==> src/rtl/lock_reply_tx_if.sv <==
// Event inputs and serial-line outputs of the lock reply transmitter.
// master = event source / line observer, slave = the transmitter.
interface lock_reply_tx_if;
    logic auth;
    logic deny;
    logic tx;
    logic busy;
    logic done;

    modport master (
        output auth,
        output deny,
        input  tx,
        input  busy,
        input  done
    );

    modport slave (
        input  auth,
        input  deny,
        output tx,
        output busy,
        output done
    );
endinterface

==> src/rtl/lock_reply_tx.sv <==
// Answers lock events on the UART TX pin with "OPEN\r\n" or "DENY\r\n" (8N1, LSB first).
// Events are latched into pending flags so none are lost while a message is in flight.
module lock_reply_tx #(
    parameter int unsigned CLKS_PER_BIT = 868
) (
    input  logic            clk,
    input  logic            reset,
    lock_reply_tx_if.slave  bus_if
);

    localparam int unsigned CNT_W    = $clog2(CLKS_PER_BIT);
    localparam int unsigned MSG_LEN  = 6;
    localparam logic [CNT_W-1:0] CNT_LAST = CNT_W'(CLKS_PER_BIT - 1);
    localparam logic [2:0]       BYTE_LAST = 3'(MSG_LEN - 1);

    typedef enum logic [1:0] {
        S_IDLE,
        S_START,
        S_DATA,
        S_STOP
    } state_e;

    typedef enum logic {
        MSG_OPEN,
        MSG_DENY
    } msg_e;

    // Message ROM: both messages share the trailing CR LF.
    function automatic logic [7:0] msg_byte(input msg_e sel, input logic [2:0] idx);
        logic [7:0] b;
        b = 8'h00;
        case (idx)
            3'd0:    b = (sel == MSG_OPEN) ? 8'h4F : 8'h44;
            3'd1:    b = (sel == MSG_OPEN) ? 8'h50 : 8'h45;
            3'd2:    b = (sel == MSG_OPEN) ? 8'h45 : 8'h4E;
            3'd3:    b = (sel == MSG_OPEN) ? 8'h4E : 8'h59;
            3'd4:    b = 8'h0D;
            3'd5:    b = 8'h0A;
            default: b = 8'h00;
        endcase
        return b;
    endfunction

    state_e           state_q;
    msg_e             sel_q;
    logic [CNT_W-1:0] cnt_q;
    logic [2:0]       bit_q;
    logic [2:0]       byte_q;
    logic             tx_q;
    logic             busy_q;
    logic             done_q;

    logic             auth_q;
    logic             pend_open_q;
    logic             pend_deny_q;
    logic             pend_open_d;
    logic             pend_deny_d;

    logic             auth_rise;
    logic             launch;
    logic             bit_end;
    logic [7:0]       cur_byte;
    logic [2:0]       bit_nxt;

    assign auth_rise = bus_if.auth & ~auth_q;
    assign launch    = (state_q == S_IDLE) & (pend_open_q | pend_deny_q);
    assign bit_end   = (cnt_q == CNT_LAST);
    assign cur_byte  = msg_byte(sel_q, byte_q);
    assign bit_nxt   = bit_q + 3'd1;

    // New events win over the launch clear, so an event in the launch cycle is kept.
    always_comb begin
        pend_open_d = pend_open_q;
        pend_deny_d = pend_deny_q;
        if (launch) begin
            if (pend_open_q) begin
                pend_open_d = 1'b0;
            end else begin
                pend_deny_d = 1'b0;
            end
        end
        if (auth_rise) begin
            pend_open_d = 1'b1;
        end
        if (bus_if.deny) begin
            pend_deny_d = 1'b1;
        end
    end

    always_ff @(posedge clk) begin
        if (reset) begin
            auth_q      <= 1'b0;
            pend_open_q <= 1'b0;
            pend_deny_q <= 1'b0;
        end else begin
            auth_q      <= bus_if.auth;
            pend_open_q <= pend_open_d;
            pend_deny_q <= pend_deny_d;
        end
    end

    // Framer FSM; outputs are loaded with the value belonging to the state being entered.
    always_ff @(posedge clk) begin
        if (reset) begin
            state_q <= S_IDLE;
            sel_q   <= MSG_OPEN;
            cnt_q   <= '0;
            bit_q   <= '0;
            byte_q  <= '0;
            tx_q    <= 1'b1;
            busy_q  <= 1'b0;
            done_q  <= 1'b0;
        end else begin
            done_q <= 1'b0;
            case (state_q)
                S_IDLE: begin
                    tx_q   <= 1'b1;
                    busy_q <= 1'b0;
                    cnt_q  <= '0;
                    if (launch) begin
                        sel_q   <= pend_open_q ? MSG_OPEN : MSG_DENY;
                        byte_q  <= '0;
                        state_q <= S_START;
                        tx_q    <= 1'b0;
                        busy_q  <= 1'b1;
                    end
                end
                S_START: begin
                    if (bit_end) begin
                        cnt_q   <= '0;
                        bit_q   <= '0;
                        state_q <= S_DATA;
                        tx_q    <= cur_byte[0];
                    end else begin
                        cnt_q <= cnt_q + CNT_W'(1);
                    end
                end
                S_DATA: begin
                    if (bit_end) begin
                        cnt_q <= '0;
                        if (bit_q == 3'd7) begin
                            state_q <= S_STOP;
                            tx_q    <= 1'b1;
                        end else begin
                            bit_q <= bit_nxt;
                            tx_q  <= cur_byte[bit_nxt];
                        end
                    end else begin
                        cnt_q <= cnt_q + CNT_W'(1);
                    end
                end
                S_STOP: begin
                    if (bit_end) begin
                        cnt_q <= '0;
                        if (byte_q < BYTE_LAST) begin
                            byte_q  <= byte_q + 3'd1;
                            state_q <= S_START;
                            tx_q    <= 1'b0;
                        end else begin
                            state_q <= S_IDLE;
                            tx_q    <= 1'b1;
                            busy_q  <= 1'b0;
                            done_q  <= 1'b1;
                        end
                    end else begin
                        cnt_q <= cnt_q + CNT_W'(1);
                    end
                end
                default: begin
                    state_q <= S_IDLE;
                    tx_q    <= 1'b1;
                    busy_q  <= 1'b0;
                    cnt_q   <= '0;
                end
            endcase
        end
    end

    assign bus_if.tx   = tx_q;
    assign bus_if.busy = busy_q;
    assign bus_if.done = done_q;

endmodule

==> src/flat_wrapper.sv <==
// flat-port wrapper written by rule: the top's interface ports become plain ports
module lock_reply_tx_flat 
#(
    parameter int unsigned CLKS_PER_BIT = 868
)
  (clk, reset, bus_if_auth, bus_if_deny, bus_if_tx, bus_if_busy, bus_if_done);
  lock_reply_tx_if bus_if_i ();
  input  logic clk;
  input  logic reset;
  input wire logic [$bits(bus_if_i.auth)-1:0] bus_if_auth;
  input wire logic [$bits(bus_if_i.deny)-1:0] bus_if_deny;
  output wire logic [$bits(bus_if_i.tx)-1:0] bus_if_tx;
  output wire logic [$bits(bus_if_i.busy)-1:0] bus_if_busy;
  output wire logic [$bits(bus_if_i.done)-1:0] bus_if_done;
  assign bus_if_i.auth = bus_if_auth;
  assign bus_if_i.deny = bus_if_deny;
  assign bus_if_tx = bus_if_i.tx;
  assign bus_if_busy = bus_if_i.busy;
  assign bus_if_done = bus_if_i.done;
  lock_reply_tx #(.CLKS_PER_BIT(CLKS_PER_BIT)) u_core (.clk(clk), .reset(reset), .bus_if(bus_if_i));
endmodule
==> config.mk <==
export PLATFORM = sky130hd
export DESIGN_NAME = lock_reply_tx_flat
export DESIGN_NICKNAME = d
export VERILOG_FILES = /design/src/rtl/lock_reply_tx_if.sv /design/src/rtl/lock_reply_tx.sv /design/src/flat_wrapper.sv
export SDC_FILE = /design/constraint.sdc
export NUM_CORES = 1
export LEC_CHECK = 0
export CAP_MARGIN = 20
export CORE_MARGIN = 2
export CORE_UTILIZATION = 55
export DETAILED_ROUTE_END_ITERATION = 10
export GPL_TIMING_DRIVEN = 0
export PLACE_DENSITY = 0.72
export SYNTH_ARGS = -nofsm -noshare
export SYNTH_HDL_FRONTEND = slang
export SYNTH_SLANG_ARGS = --single-unit
==> constraint.sdc <==
create_clock -name clk -period 5.4 [get_ports clk]
set_clock_uncertainty 0.05 [all_clocks]
set_input_delay 0.54 -clock clk [delete_from_list [all_inputs] [get_ports clk]]
set_output_delay 0.54 -clock clk [all_outputs]
set_load 0.03 [all_outputs]
After elaboration in Yosys (flattened, before gate mapping)
Index checks and enable logic that the tools add are counted.

$add $sub $neg: 3. Eq/ne operators: 19. Bitwise gates (word level): 6. Mux-type cells: 41. Reductions and logical operators: 15. $lt $le $gt $ge: 2.

Operators with widths (count): $pmux W8 S6 (1); $pmux W10 S2 (1); $mux W3 (6); $mux W1 (17); $ne A2 B1 Y1 const B (6); $pmux W3 S2 (2); $add A10 B1 Y10 const B (1); $eq A10 B10 Y1 const B (1); $mux W10 (1); $mux W2 (5); $mux W5 (2); $eq A3 B3 Y1 const B (3); $mux W4 (2); $pmux W2 S4 (1); $reduce_and A4 Y1 (2); $reduce_bool A2 Y1 (4); $add A3 B1 Y3 const B (2); $eq A3 B2 Y1 const B (2); $ne A2 B2 Y1 const B (3); $reduce_and A3 Y1 (2); $reduce_or A3 Y1 (2); $reduce_and A5 Y1 (1); $eq A2 B2 Y1 const B (2); $lt A3 B4 Y1 const B (1); other kinds (12) (16).

Register bits after elaboration: 25. Input bits: 4. Word-level logic and storage cells: 97. Output and inout port bits: 3.

Logic depth before layout (Yosys ltp)
Depth after elaboration: 7. Gate-level depth with buffers: 8. Gate-level depth less buffers: 7.

Worst setup path after synthesis
Ideal clock, no wire load.

Path kind: reg-to-reg. Start: reg u_core.byte_q[2]. End: reg u_core.tx_q (netlist: u_core.bus_if.tx). Buffers on the path: 1. Setup time: 117 ps. Arrival: 1716 ps. Data required time: 5233 ps. Period minus slack after synthesis: 1883 ps. Stages on the path, launching flop included: 8. Slack: 3517 ps. Cells stage by stage: dfxtp_1 clkbuf_1 inv_1 ha_1 nor4b_1 a211oi_1 a311o_1 o22a_1.

Word-level cells in the longest chain between the ends: 7. Elaborated cells between the ends (all ways): 16. Those cells by class: order compare: 1; eq/ne: 5; mux: 9; reduce/logical: 1.

RTL lines: from (decl) (line lock_reply_tx.sv:48) `logic [2:0] byte_q;`; from (signal assigned) (line lock_reply_tx.sv:156) `byte_q <= byte_q + 3'd1;`; $eq A3 B3 Y1, or another cell as far along (line lock_reply_tx.sv:32) `case (idx)`; $pmux W8 S6 (line lock_reply_tx.sv:32); $bmux W1 S3 (line lock_reply_tx.sv:146) `tx_q <= cur_byte[bit_nxt];`; $mux W1 (not written as such) (line lock_reply_tx.sv:146); $mux W1 (line lock_reply_tx.sv:141) `if (bit_q == 3'd7) begin`; $mux W1 (line lock_reply_tx.sv:139) `if (bit_end) begin`; $pmux W1 S4 * (line lock_reply_tx.sv:115) `case (state_q)`; to (signal assigned) (line lock_reply_tx.sv:133) `tx_q <= cur_byte[0];`; to (signal assigned) (line lock_reply_tx.sv:146); to (decl) (line lock_reply_tx.sv:49) `logic tx_q;`.

Every way passes the cells marked *; elsewhere a longest branch is shown, timed or not. The select of a mux whose other input is x is not followed. A chain may end at the register's enable or synchronous reset.

Final worst setup path
Ends and elaborated chain as after synthesis.

==> metrics.yaml <==
setup_path:
  max_stage_delay_ns: 0.40
  worstPathMaxFanout: 10
  startpoint_type: "flop"
  path_class: "reg2reg"
  cp_slowest_cell: "a2111oi_0"
  cp-end-kind: "flop"
  worstPathArrival_ns: 2.30
  crit_path_cell_trace: "clkbuf_1 -> inv_1 -> ha_1 -> a31oi_1 -> a21oi_1 -> a2111oi_0 -> nor3_1 -> o22a_1"
  critical_path_required_ns: 5.57
timing:
  setup_tns_ns: 0
  fmax_ghz: 0.470
  min_period_over_period_pct: 39.4
  slew_headroom_pct: 66.1
  setup_ws_ns: 3.27
  hold_viol_final: 0
  setup_viol: 0
  period_needed_ns: 2.13
  rsz0062_at_grt: "no"
  tightest_slew_ns: 0.505
  drv_slew: 0
final_layout:
  finish.utilization_pct: 63.9
  nNetsFinal: 204
  syn_to_final_growth_pct: 8.33
  antenna_cells: 0
  n_fill_cell: 230
  drive_above_1_share_pct: 5.38
outcome:
  status: "completed"
clock_network:
  cts_tree: "yes"
  ctsResizeCount: 0
  numClockSinks: 25
  cts_root_buf: "clkbuf_4"
  ctsHtreeMaxLevel: 1
  cts_buffers: 3
  clock_path_buffers: 2
  clock_latency_ns: 0.31
  path_clk_slew_ns: 0.13
  cts_setup_buffers: 0
  ctsHoldBuffers: 0
drt:
  vias: 1325
  avgViaCountPerCell: 6.13
  wl_mm: 3.04
  drt_drc_violations_left: 0
  wire_per_inst_um: 14.1
  drtIter0Drc: 92
  drt_first_pass_iters: 4
  ant_nets: 0
placed_design:
  place_ws_ns: 3.25
  gp_congestion: 0.870
  port_buffers: 6
  hpwl_mm: 2.31
floorplanning:
  design.die.area_mm2: 0.00314
  die_x_um: 56.0
  io_pins: 7
  die_h_um: 56.0
  initial_core_util_pct: 59.0
  rows: 18
  coreArea_mm2: 0.00252
flow_run:
  cap_violations: 0
synth:
  async_flop_share_pct: 0
  synth_area_mm2: 0.00149
  syn_avg_cell_area_um2: 8.45
  synth-warning-count: 0
  postSynthCellCount: 176
  yosysSeqAreaShare_pct: 33.6
  synth-main-ff-cell: "dfxtp_1"
  synth_nets: 193
  ys_ff_latch: 25
  synth_edf_count: 0
  synth_cell_types: 44
global_routing:
  grt_max_degree: 14
  grt_pass1_vias: 1227
  grt_usage_pct: 21.0
  grt.overflow.total: 0
  grt_pass1_wl_mm: 5.46
  antenna_found_initial: 0
min_path:
  hold_path_class: "reg2reg"
power_and_ir_drop:
  irDropWorstVdd_uv: 269
  power.density_mw_per_mm2: 311
  p_leak_nw: 0.566
==> cell families after synthesis <==
family                   count (synthesis)  share of synthesized area (%)
buffers and inverters                   18                           5.05
multiplexers                             5                           3.53
flip-flops                              25                           33.6
XOR/XNOR                                 8                           4.71
adder cells (fa/ha/maj)                 13                           10.9
AO/OA/AOI/OAI                           38                           17.0
AND/OR/NAND/NOR                         69                           25.1
==> Yosys cell counts, types with 3 or more instances <==
library cell	n	area (µm²)
o21ai_0	7	35.0
xor2_1	3	26.3
a21oi_1	12	60.1
ha_1	13	163
xnor2_1	5	43.8
inv_1	12	45.0
nor2_1	22	82.6
clkbuf_1	5	18.8
nand2_1	6	22.5
dfxtp_1	25	500
nand4_1	4	25.0
mux2i_1	3	30.0
nand3_1	5	25.0
nand2b_1	5	31.3
nor3_1	11	55.1
and3_1	3	18.8
==> cells in the final DEF (no fill, tap or decap), types with 2 or more instances in the layout <==
cell,netlist,routed
nand2_1,6,6
clkdlybuf4s50_1,0,6
a31oi_1,2,2
dfxtp_1,25,25
o221ai_1,2,2
nor2b_1,2,2
nor2_1,22,22
nand4_1,4,4
clkbuf_1,5,6
nor3_1,11,11
mux2i_1,3,3
a211oi_1,2,2
inv_1,12,12
o21ai_0,7,7
clkbuf_4,0,3
a21oi_1,12,12
mux2_2,2,2
nor4_1,2,2
xor2_1,3,3
xnor2_1,5,5
nand3_1,5,5
ha_1,13,13
and3_1,3,3
o22a_1,2,2
nand2b_1,5,5
==> power breakdown <==
group	internal (mW)	switching, mW
registers	0.203	0.0153
clock network	0.0288	0.0523
logic	0.0824	0.119
==> sequential cells by signal, summed over array words and instances (netlist names) <==
name / cells
u_core.cnt_q: 10
u_core.bit_q: 3
u_core.byte_q: 3
u_core.state_q: 2
u_core.auth_q: 1
u_core.bus_if.busy: 1
u_core.bus_if.done: 1
u_core.bus_if.tx: 1
u_core.pend_deny_q: 1
u_core.pend_open_q: 1
u_core.sel_q: 1
==> worst max-delay path: cells and delay by family (launching register included) <==
kind,cells,cell delay [ns]
fa+ha+maj,1,0.27
simple gates,1,0.13
buf+inv,2,0.45
flops,1,0.35
compound gates,4,0.79
==> cell type report <==
type / count / area, µm² / share of cell area [%]
Clock buffer: 4 / 26.3 / 1.63
Buffer: 6 / 30.0 / 1.86
Inverter: 12 / 45.0 / 2.80
Timing Repair Buffer: 6 / 60.1 / 3.73
Multi-Input combinational cell: 133 / 912 / 56.6
Sequential cell: 25 / 500 / 31.1
Tap cell: 30 / 37.5 / 2.33
==> metal layers <==
layer  vias to the layer above  GRT usage [%]  wire [µm]
met2                        37           32.8       1400
met5                         -              0          0
met4                         0           5.78         40
li1                        656              -          -
met3                         8           2.79        105
met1                       624           30.2       1490
==> final timing paths <==
path,slack (ns),cells after the start,to,startpoint
max reg2reg,3.27,8,u_core.bus_if.tx$_SDFFE_PP1P_,u_core.byte_q[2]$_SDFFE_PP0P_
min,0.40,1,u_core.cnt_q[0]$_SDFF_PP0_,u_core.cnt_q[0]$_SDFF_PP0_
max,3.27,8,u_core.bus_if.tx$_SDFFE_PP1P_,u_core.byte_q[2]$_SDFFE_PP0P_
min reg2reg,0.40,1,u_core.cnt_q[0]$_SDFF_PP0_,u_core.cnt_q[0]$_SDFF_PP0_
==> stage by stage <==
stage	hold WS, ns	instance area [µm²]	power, mW	instances
2_1_floorplan	0.368	1490	0.374	176
3_3_place_gp	0.382	1590	0.416	212
3_5_place_dp	0.389	1590	0.422	212
4_1_cts	0.409	1610	0.504	216
5_1_grt	0.442	1610	0.541	216
6_report	0.405	1610	0.501	216
Power figures use the tool's default switching activity.
